===== src/rtl/uart_cmd_pkg.sv =====
// Shared constants, FSM encoding and address helper for the UART command responder.
package uart_cmd_pkg;

    localparam logic [7:0] OP_WRITE = 8'h57;
    localparam logic [7:0] OP_READ  = 8'h52;
    localparam logic [7:0] RESP_OK  = 8'h4B;
    localparam logic [7:0] RESP_ERR = 8'h3F;
    localparam logic [7:0] ADDR_MAX = 8'h0F;

    typedef enum logic [2:0] {
        IDLE,
        GET_ADDR,
        GET_DATA,
        SEND,
        WAIT_DONE
    } cmd_state_e;

    function automatic logic addr_ok(input logic [7:0] addr);
        return addr <= ADDR_MAX;
    endfunction

endpackage


===== src/rtl/cmd_regfile.sv =====
// 16 x 8-bit register file: one synchronous write port, one combinational read port, reg0 tap.
module cmd_regfile (
    input  logic       clk,
    input  logic       reset,
    input  logic       we,
    input  logic [3:0] waddr,
    input  logic [7:0] wdata,
    input  logic [3:0] raddr,
    output logic [7:0] rdata,
    output logic [7:0] reg0
);

    logic [7:0] mem [16];

    always_ff @(posedge clk or posedge reset) begin
        if (reset) begin
            for (int i = 0; i < 16; i++) mem[i] <= 8'h00;
        end else if (we) begin
            mem[waddr] <= wdata;
        end
    end

    assign rdata = mem[raddr];
    assign reg0  = mem[0];

endmodule


===== src/rtl/uart_cmd_responder.sv =====
// Byte-oriented command responder: 'W' addr data / 'R' addr, one response byte per frame.
// Optional inter-byte timeout in GET_ADDR/GET_DATA is enabled by defining CMD_TIMEOUT_EN.
module uart_cmd_responder
    import uart_cmd_pkg::*;
#(
    parameter int TIMEOUT_CYCLES = 100000
) (
    input  logic       clk,
    input  logic       reset,
    input  logic [7:0] rx_data,
    input  logic       rx_done,
    output logic       tx_start,
    output logic [7:0] tx_data,
    input  logic       tx_done,
    output logic [7:0] reg0_out,
    output logic       busy,
    output logic       err_drop,
    output cmd_state_e dbg_state
);

    // Handshake: rx_done and tx_done are single-cycle strobes with no back-pressure;
    // tx_start is a single-cycle request and tx_data stays fixed until tx_done arrives.
    cmd_state_e state, next_state;
    logic       op_write, op_write_d;
    logic [7:0] addr, addr_d;
    logic [7:0] tx_data_d;
    logic       we;
    logic [7:0] rdata;
    logic       timeout_hit;

    cmd_regfile u_regfile (
        .clk   (clk),
        .reset (reset),
        .we    (we),
        .waddr (addr[3:0]),
        .wdata (rx_data),
        .raddr (rx_data[3:0]),
        .rdata (rdata),
        .reg0  (reg0_out)
    );

`ifdef CMD_TIMEOUT_EN
    localparam int CNT_W = (TIMEOUT_CYCLES > 1) ? $clog2(TIMEOUT_CYCLES) : 1;
    logic [CNT_W-1:0] cnt;
    logic             in_frame;

    assign in_frame    = (state == GET_ADDR) || (state == GET_DATA);
    assign timeout_hit = in_frame && (cnt == CNT_W'(TIMEOUT_CYCLES - 1));

    always_ff @(posedge clk or posedge reset) begin
        if (reset)                      cnt <= '0;
        else if (rx_done || !in_frame)  cnt <= '0;
        else                            cnt <= cnt + CNT_W'(1);
    end
`else
    logic [31:0] unused_timeout;
    assign unused_timeout = TIMEOUT_CYCLES;
    assign timeout_hit    = 1'b0;
`endif

    always_ff @(posedge clk or posedge reset) begin
        if (reset) begin
            state    <= IDLE;
            op_write <= 1'b0;
            addr     <= 8'h00;
            tx_data  <= 8'h00;
            err_drop <= 1'b0;
        end else begin
            state    <= next_state;
            op_write <= op_write_d;
            addr     <= addr_d;
            tx_data  <= tx_data_d;
            err_drop <= rx_done && ((state == SEND) || (state == WAIT_DONE));
        end
    end

    always_comb begin
        next_state = state;
        op_write_d = op_write;
        addr_d     = addr;
        tx_data_d  = tx_data;
        we         = 1'b0;
        case (state)
            IDLE: begin
                if (rx_done) begin
                    op_write_d = (rx_data == OP_WRITE);
                    if ((rx_data == OP_WRITE) || (rx_data == OP_READ)) begin
                        next_state = GET_ADDR;
                    end else begin
                        next_state = SEND;
                        tx_data_d  = RESP_ERR;
                    end
                end
            end
            GET_ADDR: begin
                if (rx_done) begin
                    addr_d = rx_data;
                    if (op_write) begin
                        next_state = GET_DATA;
                    end else begin
                        next_state = SEND;
                        tx_data_d  = addr_ok(rx_data) ? rdata : RESP_ERR;
                    end
                end else if (timeout_hit) begin
                    next_state = IDLE;
                end
            end
            GET_DATA: begin
                if (rx_done) begin
                    we         = addr_ok(addr);
                    tx_data_d  = addr_ok(addr) ? RESP_OK : RESP_ERR;
                    next_state = SEND;
                end else if (timeout_hit) begin
                    next_state = IDLE;
                end
            end
            SEND:      next_state = WAIT_DONE;
            WAIT_DONE: if (tx_done) next_state = IDLE;
            default:   next_state = IDLE;
        endcase
    end

    assign tx_start  = (state == SEND);
    assign busy      = (state != IDLE);
    assign dbg_state = state;

endmodule


===== config.mk =====
export PLATFORM = sky130hd
export DESIGN_NAME = uart_cmd_responder
export DESIGN_NICKNAME = d
export VERILOG_FILES = /design/src/rtl/uart_cmd_pkg.sv /design/src/rtl/cmd_regfile.sv /design/src/rtl/uart_cmd_responder.sv
export SDC_FILE = /design/constraint.sdc
export NUM_CORES = 1
export LEC_CHECK = 0
export ABC_AREA = 1
export CAP_MARGIN = 40
export CELL_PAD_IN_SITES_DETAIL_PLACEMENT = 2
export CELL_PAD_IN_SITES_GLOBAL_PLACEMENT = 2
export CORE_MARGIN = 10
export CORE_UTILIZATION = 39
export DETAILED_ROUTE_END_ITERATION = 7
export GPL_ROUTABILITY_DRIVEN = 0
export MAX_ROUTING_LAYER = met4
export PLACE_DENSITY = 0.95
export RECOVER_POWER = 50
export SYNTH_ARGS = -nofsm -noshare
export SYNTH_HDL_FRONTEND = slang
export SYNTH_SLANG_ARGS = --single-unit

===== constraint.sdc =====
create_clock -name clk -period 9.93 [get_ports clk]
set_input_delay 1.4895 -clock clk [delete_from_list [all_inputs] [get_ports clk]]
set_output_delay 1.4895 -clock clk [all_outputs]
set_load 0.01 [all_outputs]

==> run_results.csv <==
group,metric,value,unit
outcome,status,"finished with violations",
outcome,violations,"capacitance limit, slew limit",
clock_tree,cts_tree,"built",
yosys,synth_nets,902,
power_and_ir_drop,power.leakage,0.00371,uW
timing,tightest_slew,3.42,ns
flow_run,cap_violations,2,
yosys,ys_seq_elements,149,
power_and_ir_drop,clockPowerShare,33.7,%
power_and_ir_drop,p_sw_share,35.0,%
power_and_ir_drop,pwr-share-seq,41.7,%
floorplan,fp.coreArea,17500,sq um
worst_setup_path,worstPathArrival,6.50,ns
clock_tree,numCtsBuffers,17,
yosys,synth.distinct_cells,32,
place,dp_slack,5.73,ns
global_route,grtUsageTotal,25.6,%
hold_path,hold_path_end,"u_regfile.mem[54]",
floorplan,dieArea,23700,sq um
clock_tree,h-tree-depth,4,
worst_setup_path,ff2ff_path_depth,7,
floorplan,rows,48,
cells_and_area,area_growth_syn_to_layout,14.2,%
route,post_drt_wl_per_cell,25.8,um
worst_setup_path,crit_chain,"dlygate4sd3_1 -> clkinvlp_2 -> clkbuf_1 -> buf_4",
power_and_ir_drop,switchingPower,706,uW
hold_path,min_path_type,"reg2reg",
floorplan,die-height,154,um
route,drt_iter0_drc,516,
route,num_vias,6544,
cells_and_area,drive_gt1_share,6.59,%
power_and_ir_drop,p_comb_share,24.6,%
worst_setup_path,cp-start-kind,"input pin",
hold_path,min-delay-start,"u_regfile.mem[54]",
timing,fin_ws,3.88,ns
route,wl,29300,um
timing,final-setup-viol-count,0,
hold_path,hold_depth,2,
clock_tree,cts_max_path_buffers,2,
timing,max_freq,165,MHz
worst_setup_path,path_class,"in2async",
clock_tree,cts_sinks,149,
cells_and_area,nets,910,
floorplan,boundaryPins,34,
yosys,synthesis.area,7010,sq um
global_route,overflow,0,
yosys,synthCells,890,
clock_tree,holdBufCountCts,0,
yosys,ys_seq_area_share,53.2,%
route,via_per_inst,5.76,
global_route,antenna_found_initial,1,
power_and_ir_drop,vdd_drop_max,185,uV
route,drt_pass1_iterations,5,
place,io_buffers,33,
clock_tree,cts_root_buffer,"clkbuf_16",
timing,whs,0.491,ns
timing,hold_viol_final,0,
worst_setup_path,required,10.39,ns
worst_setup_path,r2r_slack,7.18,ns
worst_setup_path,crit_path_top_delay_cell,"clkbuf_1",
yosys,syn_area_per_cell,7.88,sq um
timing,period_needed,6.05,ns
floorplan,start_util,40.1,%
floorplan,fp.dieW,154,um
timing,max_slew_margin,-128,%
worst_setup_path,timing.rr.start,"dbg_state[2]",
route,ant_nets,0,
timing,fin_tns_setup,0,ns
place,dp_hpwl,17800,um
global_route,grt_pass1_vias,7362,
timing,fin_crit_sh,60.9,%
clock_tree,cts_resized,0,
timing,rsz0062_at_grt,"false",
worst_setup_path,end_kind,"asynchronous set/reset pin",
worst_setup_path,slowest_delay,2.48,ns
cells_and_area,fin_util,45.8,%
yosys,ys.warnings.count,0,
clock_tree,clk_pin_slew,0.06,ns
clock_tree,post_cts_buffers,0,
power_and_ir_drop,power-per-cell-area,252,nW/um^2
timing,drv_slew,96,
worst_setup_path,r2r_end,"u_regfile.mem[103]",
timing,clock-skew-final,0.00837,ns
power_and_ir_drop,p_int,1310,uW
global_route,grt_pass1_wl,46100,um
worst_setup_path,critical_path.max_fanout,57,
route,route.detailed.drc,0,
global_route,grt_max_degree,58,
clock_tree,clock_latency,0.43,ns
## stage by stage
step                cells  area, sq um  power (uW)
global route         1136         8010        2120
floorplan             890         7010        1110
CTS                  1135         8070        2040
finish               1137         8010        2020
detailed placement   1104         7470        1320
global placement     1100         7400        1260
## cell usage in the layout, fill, tap and decap left out, types with 10 or more instances in the layout
master           netlist  final
a21oi_1               10     10
nand4_1               13     13
clkdlybuf4s50_1        0     11
nand2_1              324    328
inv_1                 68     66
dfrtp_1              149    149
nor2_1                54     54
nand3_1               38     38
o21ai_0              119    137
dlygate4sd3_1          0     21
clkbuf_16              0     17
## layout make-up
class / count / area [sq um]
antenna: 2 / 5.00
clock buffer: 22 / 474
clock inverter: 9 / 126
fill: 1926 / 9470
inverter: 71 / 268
multi-input combinational: 615 / 2700
sequential: 149 / 3730
tap: 225 / 282
timing repair buffer: 44 / 427
## how the worst max path moves through the flow
stage               startpoint           endpoint  cells after the start
CTS                 rx_data[3]         tx_data[0]                     11
detailed placement  rx_data[3]         tx_data[6]                     11
global route             reset  u_regfile.mem[91]                      4
finish                   reset  u_regfile.mem[91]                      4
floorplan                reset            addr[0]                      1
global placement    rx_data[3]         tx_data[5]                     11
## worst max-delay path: cells and delay by family
kind,cells,cell delay (ns)
buffers and inverters,4,4.93
## synthesized netlist by cell type, drive strengths merged
library cell    n  area [sq um]
a211oi          1          7.51
a21boi          1          7.51
a21oi          10          50.1
a22oi           1          7.51
a31oi           1          6.26
buf            21           149
clkbuf         34           128
dfrtp         149          3730
inv            71           267
nand2         330          1270
nand3          40           218
nand3b          1          7.51
nand4          13          81.3
nor2           55           214
nor3            2          21.3
o211ai          3          22.5
o21ai         151           786
o22ai           2          12.5
o31ai           1          7.51
or2             3          18.8
## routing by layer
| layer | up-vias | wire [um] | global-route usage (%) | part of all wire (%) |
|---|---|---|---|---|
| met3 | 75 | 1320 | 4.24 | 4.5 |
| met1 | 3386 | 11800 | 29.7 | 40 |
| met4 | 0 | 1110 | 11.2 | 3.8 |
| li1 | 2844 | - | - | - |
| met2 | 239 | 15100 | 43.0 | 52 |
| met5 | - | 0 | - | 0 |
## cells by family after synthesis
kind of cell | count (synthesis) | share of synthesized area, %
simple gates | 444 | 26.2
compound gates | 171 | 12.9
flops | 149 | 53.2
buf+inv | 126 | 7.74
## state kept, by name, indices dropped and copies added (netlist names)
register,cells
tx_data,8
op_write,1
addr,8
dbg_state,3
u_regfile.mem,120
u_regfile.reg0,8
err_drop,1
## power by group through the flow
stage	registers, uW	clock network [uW]	logic, uW
6_report	842	680	496
3_3_place_gp	822	0	437
3_5_place_dp	839	0	484
2_1_floorplan	812	0	297
5_1_grt	853	713	551
4_1_cts	840	687	517
Power figures use the tool's default switching activity.
